### src/rtl/adder_arbiter.sv
// adder_arbiter: round-robin arbiter in front of one shared BITS-wide adder.
// One operation is in flight at a time: IDLE (grant) -> ADD -> RESP.
// Ports:
//   clk, rst_n       clock, asynchronous active-low reset
//   req_valid[i]     requester i presents operands
//   req_a, req_b     operands of requester i at [i*BITS +: BITS]
//   req_ready[i]     combinational one-hot grant, only ever high in IDLE
//   rsp_valid        result held (RESP state)
//   rsp_sum          BITS+1 wide unsigned sum, MSB is the carry-out
//   rsp_id           index of the requester that owns rsp_sum
//   rsp_ready        consumer accepts the result
//   busy             high whenever the FSM is not in IDLE
module adder_arbiter #(
  parameter int unsigned BITS = 4,
  parameter int unsigned NREQ = 4
) (
  input  logic                                  clk,
  input  logic                                  rst_n,
  input  logic [NREQ-1:0]                       req_valid,
  input  logic [NREQ*BITS-1:0]                  req_a,
  input  logic [NREQ*BITS-1:0]                  req_b,
  output logic [NREQ-1:0]                       req_ready,
  output logic                                  rsp_valid,
  output logic [BITS:0]                         rsp_sum,
  output logic [((NREQ > 1) ? $clog2(NREQ) : 1)-1:0] rsp_id,
  input  logic                                  rsp_ready,
  output logic                                  busy
);

  localparam int unsigned ID_W  = (NREQ > 1) ? $clog2(NREQ) : 1;
  localparam int unsigned SUM_W = BITS + 1;

  typedef enum logic [1:0] {IDLE, ADD, RESP} state_t;

  state_t            state_q, state_d;
  logic [ID_W-1:0]   ptr_q, ptr_d;
  logic [BITS-1:0]   a_q, a_d;
  logic [BITS-1:0]   b_q, b_d;
  logic [ID_W-1:0]   id_q, id_d;
  logic [SUM_W-1:0]  sum_q, sum_d;
  logic [NREQ-1:0]   grant_c;

  logic              found;
  logic [ID_W-1:0]   win;
  int unsigned       idx_u;

  // Round-robin search: first valid index starting at the pointer, wrapping mod NREQ.
  always_comb begin
    found = 1'b0;
    win   = '0;
    idx_u = 0;
    for (int unsigned k = 0; k < NREQ; k++) begin
      idx_u = 32'(ptr_q) + k;
      if (idx_u >= NREQ) idx_u = idx_u - NREQ;
      if (!found && req_valid[ID_W'(idx_u)]) begin
        found = 1'b1;
        win   = ID_W'(idx_u);
      end
    end
  end

  // Next-state and datapath update.
  always_comb begin
    state_d = state_q;
    ptr_d   = ptr_q;
    a_d     = a_q;
    b_d     = b_q;
    id_d    = id_q;
    sum_d   = sum_q;
    grant_c = '0;
    case (state_q)
      IDLE: begin
        if (found) begin
          grant_c[win] = 1'b1;
          a_d          = req_a[win*BITS +: BITS];
          b_d          = req_b[win*BITS +: BITS];
          id_d         = win;
          ptr_d        = (win == ID_W'(NREQ - 1)) ? '0 : win + ID_W'(1);
          state_d      = ADD;
        end
      end
      ADD: begin
        sum_d   = SUM_W'(a_q) + SUM_W'(b_q);
        state_d = RESP;
      end
      RESP: begin
        if (rsp_ready) state_d = IDLE;
      end
      default: state_d = IDLE;
    endcase
  end

  always_ff @(posedge clk or negedge rst_n) begin
    if (!rst_n) begin
      state_q <= IDLE;
      ptr_q   <= '0;
      a_q     <= '0;
      b_q     <= '0;
      id_q    <= '0;
      sum_q   <= '0;
    end else begin
      state_q <= state_d;
      ptr_q   <= ptr_d;
      a_q     <= a_d;
      b_q     <= b_d;
      id_q    <= id_d;
      sum_q   <= sum_d;
    end
  end

  // Grant is combinational; reset masks it so no strobe escapes while rst_n is low.
  assign req_ready = rst_n ? grant_c : '0;
  assign rsp_valid = (state_q == RESP);
  assign busy      = (state_q != IDLE);
  assign rsp_sum   = sum_q;
  assign rsp_id    = id_q;

endmodule

### config.mk
export PLATFORM = sky130hd
export DESIGN_NAME = adder_arbiter
export DESIGN_NICKNAME = d
export VERILOG_FILES = /design/src/rtl/adder_arbiter.sv
export SDC_FILE = /design/constraint.sdc
export NUM_CORES = 1
export LEC_CHECK = 0
export CORE_ASPECT_RATIO = 0.7
export CORE_MARGIN = 2
export CORE_UTILIZATION = 41
export DETAILED_ROUTE_END_ITERATION = 8
export PLACE_DENSITY = 0.79
export REMOVE_ABC_BUFFERS = 1
export SYNTH_ARGS = -nofsm -noshare
export SYNTH_HDL_FRONTEND = slang
export SYNTH_SLANG_ARGS = --single-unit
### constraint.sdc
create_clock -name clk -period 2.4 [get_ports clk]
set_input_delay 0.6 -clock clk [delete_from_list [all_inputs] [get_ports clk]]
set_output_delay 0.6 -clock clk [all_outputs]
set_load 0.02 [all_outputs]
; Yosys cells after proc, flatten, opt, wreduce, memory -nomap -nowiden
; Cells that the tools add are included.
[word_totals]
regBits = 19
latchBits = 0
ram_bits = 0
romBits = 0
out_inout_bits = 13
memories = 0
[op_classes]
addsub = 9
multipliers = 0
div = 0
order_cmp = 10
n_eq_ne = 5
n_shift = 2
muxes = 29
bitwise_logic = 0
n_reduce_logical = 11
[ops]
columns = operator, count
row1 = 16-bit by 5-bit indexed part select with 4-bit output, 2
row2 = 2-bit two-way mux, 11
row3 = 2-bit by 3-bit less-than comparator with 1-bit output (second input constant), 5
row4 = 4-bit two-way mux, 3
row5 = 3-bit greater-or-equal comparator (second input constant), 3
row6 = 1-bit two-way mux, 9
row7 = 1-bit binary-select mux with 2-bit select, 4
row8 = 2-bit by 1-bit subtractor with 2-bit output (second input constant), 4
row9 = 2-bit by 2-bit adder with 3-bit output (second input constant), 2
row10 = 2-bit one-hot mux with 3 select lines, 1
row11 = 4-bit by 4-bit adder with 5-bit output, 1
row12 = 2-bit equality test (second input constant), 2
row13 = 1-bit logical AND, 4
row14 = 2-bit AND reduction, 2
row15 = 2-bit by 1-bit adder with 3-bit output (second input constant), 1
row16 = 2-bit by 3-bit greater-or-equal comparator with 1-bit output (second input constant), 1
row17 = 1-bit logical NOT, 3
row18 = 2-bit by 1-bit adder with 2-bit output (second input constant), 1
row19 = 1-bit demux with 2-bit select, 1
row20 = 2-bit by 1-bit equality test with 1-bit output (second input constant), 1
row21 = 2-bit by 1-bit greater-or-equal comparator with 1-bit output (second input constant), 1
row22 = 2-bit logical NOT, 1
row23 = 2-bit by 1-bit != test with 1-bit output (second input constant), 1
row24 = 2-bit != test (second input constant), 1
row25 = 2-bit nonzero test, 1

; Logic depth before layout (Yosys ltp)
; Gate-level depths: netlist of run 1.
[logic_depth]
ltp_word = 21
ltp_mapped = 9
depth_no_buf = 7

; Worst setup path before layout of run 1
; OpenSTA, ideal clock, no wires.
[synth_timing]
path_kind = input to output
from = in req_valid[2]
to = out req_ready[1]
arrival_time_ps = 1830
required_time_ps = 1800
setup_slack_ps = -30
cell_stages = 6
path_buffers = 2
path_cell_list = inv_1 o22ai_1 a211o_1 buf_6 buf_12 nor3_1
[synth_via]
elab_chain_len = 19
elab_cells_between_ends = 30
[synth_lines]
columns = element, line_no
row1 = start: declaration, 19  ; input logic [NREQ-1:0] req_valid,
row2 = 1-bit binary-select mux with 2-bit select, 55  ; if (!found && req_valid[ID_W'(idx_u)]) begin
row3 = 1-bit two-way mux (implied by the code), 55
row4 = 1-bit two-way mux, 55
row5 = 1-bit logical NOT, 55
row6 = 1-bit logical AND, 55
row7 = 1-bit two-way mux, 55
row8 = 1-bit logical NOT, 55
row9 = 1-bit logical AND, 55
row10 = [3 not listed], n/a
row11 = 2-bit two-way mux, 55
row12 = 2-bit by 3-bit less-than comparator with 1-bit output (implied by the code) / 2-bit by 1-bit greater-or-equal comparator with 1-bit output (equally long branches), 74  ; grant_c[win] = 1'b1;
row13 = 1-bit logical AND (implied by the code), 74
row14 = 1-bit two-way mux (implied by the code), 74
row15 = 1-bit demux with 2-bit select, 74
row16 = 4-bit two-way mux *, 73  ; if (found) begin
row17 = 4-bit two-way mux *, 71  ; case (state_q)
row18 = 4-bit two-way mux *, 112  ; assign req_ready = rst_n ? grant_c : '0;
row19 = end: declaration, 22  ; output logic [NREQ-1:0] req_ready,
; Mark *: on every way between the ends. The rest lies on a longest branch, timed or not. The select of a mux whose other input is x is not followed.

; Worst setup path after layout of run 1
[layout_timing]
from = in req_valid[3]
to = out req_ready[2]
; The elaborated chain is that of the path after synthesis.

==> results of run 1 <==
kinds of logic (layout without fill, tap and decap cells):
kind of cell | Yosys count | in the layout | synth area share
AOI/OAI and AO/OA | 27 | 27 | 0.161
xor gates and xnor gates | 2 | 2 | 0.0150
adders and majority gates | 6 | 6 | 0.0707
buffers and inverters | 15 | 79 | 0.0803
DFF | 19 | 19 | 0.407
muxes | 17 | 17 | 0.147
and+or+nand+nor | 31 | 31 | 0.120
routing by layer:
metal	vias to the layer above	wire, um	part of all wire
li1	538	-	-
met5	-	0	0
met2	31	1360	0.46
met3	4	154	0.052
met1	508	1410	0.48
met4	0	40	0.013
power groups by stage:
| stage | combinational, uW | sequential, uW | clock [uW] |
|---|---|---|---|
| after floorplan | 671 | 632 | 0 |
| after global placement | 1180 | 579 | 0 |
| after detailed placement | 1230 | 589 | 0 |
| after CTS | 1250 | 587 | 227 |
| after global routing | 1420 | 608 | 240 |
| final | 1270 | 586 | 222 |
sequential cells by signal (all words and copies together) (netlist names):
register / cells
state_q: 2
rsp_sum: 5
rsp_id: 2
b_q: 4
ptr_q: 2
a_q: 4
through the flow:
step                 util  total power, uW  instance area, um2  cells  setup slack (ns)
finish              0.662             2080                1830    217            0.0593
global route        0.662             2270                1830    217           0.00563
CTS                 0.657             2070                1810    217           0.00385
detailed placement  0.637             1820                1760    211            -0.736
global placement    0.637             1760                1760    211            -0.711
floorplan               -             1300                1110    112            -0.290
worst min-delay path, cell delays in order, from the launching register on:
cell and delay [ns]:
dfrtp_1 0.34, nand2_1 0.04, o21ai_0 0.06
placed cells by master, fill, tap and decap left out, drive strengths merged, types with 5 or more instances in the layout:
master and instances:
clkbuf 7, nand2b 5, o21ai 5, a21oi 6, clkdlybuf4s50 43, buf 18
o221ai 8, nand2 19, inv 10, dfrtp 19, mux2i 16, ha 5
cell type report:
type | instances | area (um2) | share of cell area
clock buffer | 4 | 45.0 | 0.0246
timing repair buffer | 65 | 593 | 0.324
tap | 36 | 45.0 | 0.0246
inverter | 10 | 40.0 | 0.0219
sequential | 19 | 475 | 0.260
multi-input combinational | 83 | 629 | 0.344
worst paths after layout:
path | from | endpoint | slack [ns]
setup / recovery | req_valid[3] | req_ready[2] | 0.06
hold / removal | rsp_sum[1] | rsp_sum[1] | 0.48
setup reg to reg | ptr_q[0] | a_q[3] | 0.48
hold reg to reg | rsp_sum[1] | rsp_sum[1] | 0.48
max in group asynchronous | rst_n | a_q[2] | 1.42
min in group asynchronous | rst_n | ptr_q[1] | 0.75
repair_timing:
| action | CTS | global route |
|---|---|---|
| gates resized for setup | 31 | 12 |
| pin swaps | 4 | 2 |
| setup buffers | 2 | 0 |
| hold buffers | 0 | 0 |
| setup endpoints to repair | 4 | 4 |
==> flow_metrics.env, run 1 <==
export IMPL_cellPowerDensity_mw_per_mm2=1140
export IMPL_max_slew_margin_rel=0.786
export IMPL_cap_violations=0
export IMPL_cts_buffer_depth=2
export IMPL_cts_sinks=19
export IMPL_synth_area_leaders="dfrtp_1 (41%), mux2i_1 (14%), nand2_1 (6.1%), o221ai_1 (6.0%), ha_1 (5.4%)"
export IMPL_grt_pass1_vias=1147
export IMPL_startpoint_type="primary input"
export IMPL_crit_path_cell_trace="dlygate4sd2_1 -> nor2_1 -> a31o_2 -> inv_4 -> nand2_2 -> nor3b_2 -> buf_4"
export IMPL_synth_async_sr_flop_share=1.00
export IMPL_fp_row_count=16
export IMPL_peakVddDrop_uv=629
export IMPL_tns_ns=0
export IMPL_worst_hold_slack_ns=0.484
export IMPL_grt_pass1_wl_mm=5.10
export IMPL_internal_power_uw=1230
export IMPL_vias=1081
export IMPL_synth_main_ff_cell="dfrtp_1"
export IMPL_drive_gt1_frac=0.199
export IMPL_critical_path_buf_inv_count=3
export IMPL_cp_arrival_ns=1.74
export IMPL_p_clk_frac=0.107
export IMPL_worstSetupPathType="primary input to output pin"
export IMPL_die_area_mm2=0.00330
export IMPL_use_met3=0.0581
export IMPL_area_growth_pct=56.4
export IMPL_grt_most_used_layer="met2"
export IMPL_clock_latency_ns=0.26
export IMPL_drtAntennaViolNets=0
export IMPL_setup_viol=0
export IMPL_core_area_mm2=0.00276
export IMPL_ys_ff_latch=19
export IMPL_fin_crit_sh=0.975
export IMPL_antenna_found_initial=0
export IMPL_crit_path_max_incr_delay_ns=0.28
export IMPL_tightest_slew_ns=0.321
export IMPL_routedWlPerCell_um=13.7
export IMPL_fillers=233
export IMPL_ff2ff_path_depth=8
export IMPL_grt_max_degree=18
export IMPL_crit_family="buffers and inverters"
export IMPL_cp_depth=7
export IMPL_maxSlewViolCount=0
export IMPL_whs_path_depth=2
export IMPL_skew_ns=0.00187
export IMPL_cts_tree="yes"
export IMPL_gr_total_overflow=0
export IMPL_required_ns=1.80
export IMPL_avgSynthCellArea_um2=9.99
export IMPL_seq_power_share=0.282
export IMPL_swShare=0.407
export IMPL_hold_path_class="register to register"
export IMPL_ys_warn_count=0
export IMPL_period_minus_slack_ns=2.34
export IMPL_root_buffer="clkbuf_8"
export IMPL_nets=227
export IMPL_portBuffers=51
export IMPL_synth_cells=117
export IMPL_cts_made_buffers=3
export IMPL_power_frac_comb=0.611
export IMPL_synth_top_area_share=0.407
export IMPL_drt_wl_total_mm=2.97
export IMPL_place_congestion=0.887
export IMPL_cp_slowest_cell="a31o_2"
export IMPL_synthDistinctLibCells=28
export IMPL_synth_area_leader_cell="dfrtp_1"
export IMPL_grtUsageTotal=0.208
export IMPL_drc=0
export IMPL_start_util=0.423
export IMPL_diodes=0
export IMPL_io_pins=52
export IMPL_dp_hpwl_mm=2.35
export IMPL_die_w_um=67.8
export IMPL_met2_usage=0.343
export IMPL_ys_top_cells_by_count="dfrtp_1 (19), nand2_1 (19), mux2i_1 (16), inv_1 (8), o221ai_1 (8)"
export IMPL_switching_power_uw=847
export IMPL_dr_pass1_iters=4
export IMPL_grt_use_met1=0.266
export IMPL_htreeDepth=1
export IMPL_synth_edf_count=0
export IMPL_rsz0062_at_grt="no"
export IMPL_fmax_ghz=0.427
export IMPL_clk_pin_slew_worst_paths_ns=0.07
export IMPL_synth_area_mm2=0.00117
export IMPL_hold_viol_final=0
export IMPL_ys_seq_area_frac=0.407
export IMPL_path_max_fanout=4
export IMPL_leakage_uw=0.000887
export IMPL_status="completed"
export IMPL_die_y_um=48.7
export IMPL_crit_path_end_kind="output pin"
export IMPL_viasPerCell=4.98
export IMPL_first_iter_violations=54
Power figures use the tool's default switching activity.
==> inputs of run 2 (changes only) <==
CORE_UTILIZATION = 37   (was 41)
PLACE_DENSITY = 0.75   (was 0.79)
clock period = 2.1 ns   (was 2.4 ns; I/O delays follow)
==> flow_metrics.env, run 2 (synthesis gave the netlist of run 1 again) <==
export IMPL_fillers=259
export IMPL_hold_path_class="register to register"
export IMPL_die_area_mm2=0.00363
export IMPL_drtAntennaViolNets=0
export IMPL_die_w_um=71.2
export IMPL_required_ns=1.57
export IMPL_final_cell_mix="clkdlybuf4s50_1 (41), dfrtp_1 (19), nand2_1 (18), buf_4 (18), mux2i_1 (16)"
export IMPL_gr_total_overflow=0
export IMPL_seq_power_share=0.269
export IMPL_leakage_uw=0.000920
export IMPL_io_pins=52
export IMPL_largest_reg_flops=5
export IMPL_clock_latency_ns=0.25
export IMPL_first_iter_violations=69
export IMPL_die_y_um=51.0
export IMPL_grt_pass1_vias=1134
export IMPL_cp_arrival_ns=1.70
export IMPL_crit_path_cell_trace="nand2b_4 -> a21oi_2 -> a211o_1 -> inv_2 -> ha_2 -> and3_4 -> buf_6"
export IMPL_drive_gt1_frac=0.251
export IMPL_critical_path_buf_inv_count=2
export IMPL_period_minus_slack_ns=2.22
export IMPL_viasPerCell=5.00
export IMPL_drt_wl_total_mm=3.27
export IMPL_met2_usage=0.341
export IMPL_core_area_mm2=0.00308
export IMPL_utilization=0.611
export IMPL_violations="setup timing"
export IMPL_status="finished, violations left"
export IMPL_grtUsageTotal=0.183
export IMPL_worstSetupPathType="register to output pin"
export IMPL_hold_viol_final=0
export IMPL_skew_ns=0.00110
export IMPL_maxSlewViolCount=0
export IMPL_power_frac_comb=0.630
export IMPL_setup_viol=4
export IMPL_timing_final_ws_setup_ns=-0.125
export IMPL_grt_pass1_wl_mm=5.24
export IMPL_tightest_slew_ns=0.315
export IMPL_fp_row_count=17
export IMPL_routedWlPerCell_um=14.8
export IMPL_portBuffers=51
export IMPL_diodes=0
export IMPL_htreeDepth=1
export IMPL_startpoint_type="register"
export IMPL_grt_max_degree=20
export IMPL_cp_slowest_cell="dfrtp_1"
export IMPL_rsz0062_at_grt="yes"
export IMPL_cts_sinks=19
export IMPL_cts_tree="yes"
export IMPL_clk_pin_slew_worst_paths_ns=0.07
export IMPL_dp_hpwl_mm=2.54
export IMPL_p_clk_frac=0.102
export IMPL_grt_most_used_layer="met2"
export IMPL_swShare=0.408
export IMPL_pre_cts_slack_ns=-0.975
export IMPL_max_slew_margin_rel=0.790
export IMPL_cts_buffer_depth=2
export IMPL_crit_family="flip-flops"
export IMPL_cap_violations=0
export IMPL_drc=0
export IMPL_antenna_found_initial=0
export IMPL_multiInputGateArea_um2=668
export IMPL_switching_power_uw=1010
export IMPL_area_growth_pct=61.2
export IMPL_crit_path_max_incr_delay_ns=0.43
export IMPL_start_util=0.379
export IMPL_fmax_ghz=0.449
export IMPL_dr_pass1_iters=4
export IMPL_crit_path_end_kind="output pin"
export IMPL_grt_use_met1=0.216
export IMPL_r2r_slack_ns=0.31
export IMPL_cellPowerDensity_mw_per_mm2=1320
export IMPL_seqCellArea_um2=475
export IMPL_internal_power_uw=1470
export IMPL_path_max_fanout=4
export IMPL_cts_made_buffers=3
export IMPL_place_congestion=0.695
export IMPL_final_common_cell="clkdlybuf4s50_1"
export IMPL_root_buffer="clkbuf_8"
export IMPL_nets=229
export IMPL_use_met3=0.0375
export IMPL_peakVddDrop_uv=477
export IMPL_fin_crit_sh=1.06
export IMPL_vias=1104
run 2: changes by cell type in the layout (fill, tap and decap cells not counted), sizes merged:
| cell | change |
|---|---|
| clkbuf | -2 |
| clkdlybuf4s50 | -2 |
| buf | +6 |
run 2: layout make-up:
class / instances / area share
clock buffers: 4 / 0.0239
inverters: 10 / 0.0212
multi-input cells: 83 / 0.355
flip-flops and latches: 19 / 0.252
well taps: 38 / 0.0252
repair buffers: 67 / 0.323
run 2: power groups by stage:
stage	Clock (uW)	Combinational, uW	Sequential (uW)
2_1_floorplan	0	767	722
3_3_place_gp	0	1390	654
3_5_place_dp	0	1440	673
4_1_cts	259	1470	671
5_1_grt	272	1700	692
6_report	252	1560	667
run 2: worst min-delay path: stages, from the launching register on:
cell     delay, ns
dfrtp_1       0.35
nand2_1       0.05
nand2_1       0.06
run 2: what timing repair did:
action | in CTS | in global routing
cloned | 0 | 0
hold buffers | 0 | 0
endpoints found under the setup margin | 11 | 4
buffers inserted | 0 | 4
pin swaps | 4 | 6
gates resized for setup | 50 | 9
run 2: final timing paths:
path / endpoint / startpoint / depth (start not counted)
setup / recovery: req_ready[3] / ptr_q[0] / 7
hold / removal: rsp_id[1] / rsp_id[1] / 2
setup reg to reg: a_q[0] / ptr_q[0] / 7
hold reg to reg: rsp_id[1] / rsp_id[1] / 2
max in group asynchronous: b_q[2] / rst_n / 2
min in group asynchronous: a_q[3] / rst_n / 2
run 2: stage by stage:
| stage | setup TNS [ns] | cells | area, um2 | hold WS (ns) | power [uW] |
|---|---|---|---|---|---|
| 2_1_floorplan | -1.42 | 112 | 1110 | 0.229 | 1490 |
| 3_3_place_gp | -5.00 | 213 | 1760 | 0.461 | 2050 |
| 3_5_place_dp | -6.31 | 213 | 1760 | 0.468 | 2110 |
| 4_1_cts | -0.269 | 217 | 1830 | 0.486 | 2400 |
| 5_1_grt | -0.541 | 221 | 1880 | 0.526 | 2660 |
| 6_report | -0.342 | 221 | 1880 | 0.483 | 2480 |
run 2: metal layers:
| metal | share of wire | vias up |
|---|---|---|
| met4 | 0.013 | 0 |
| met2 | 0.52 | 38 |
| met3 | 0.038 | 4 |
| li1 | - | 546 |
| met1 | 0.43 | 516 |
| met5 | 0 | - |
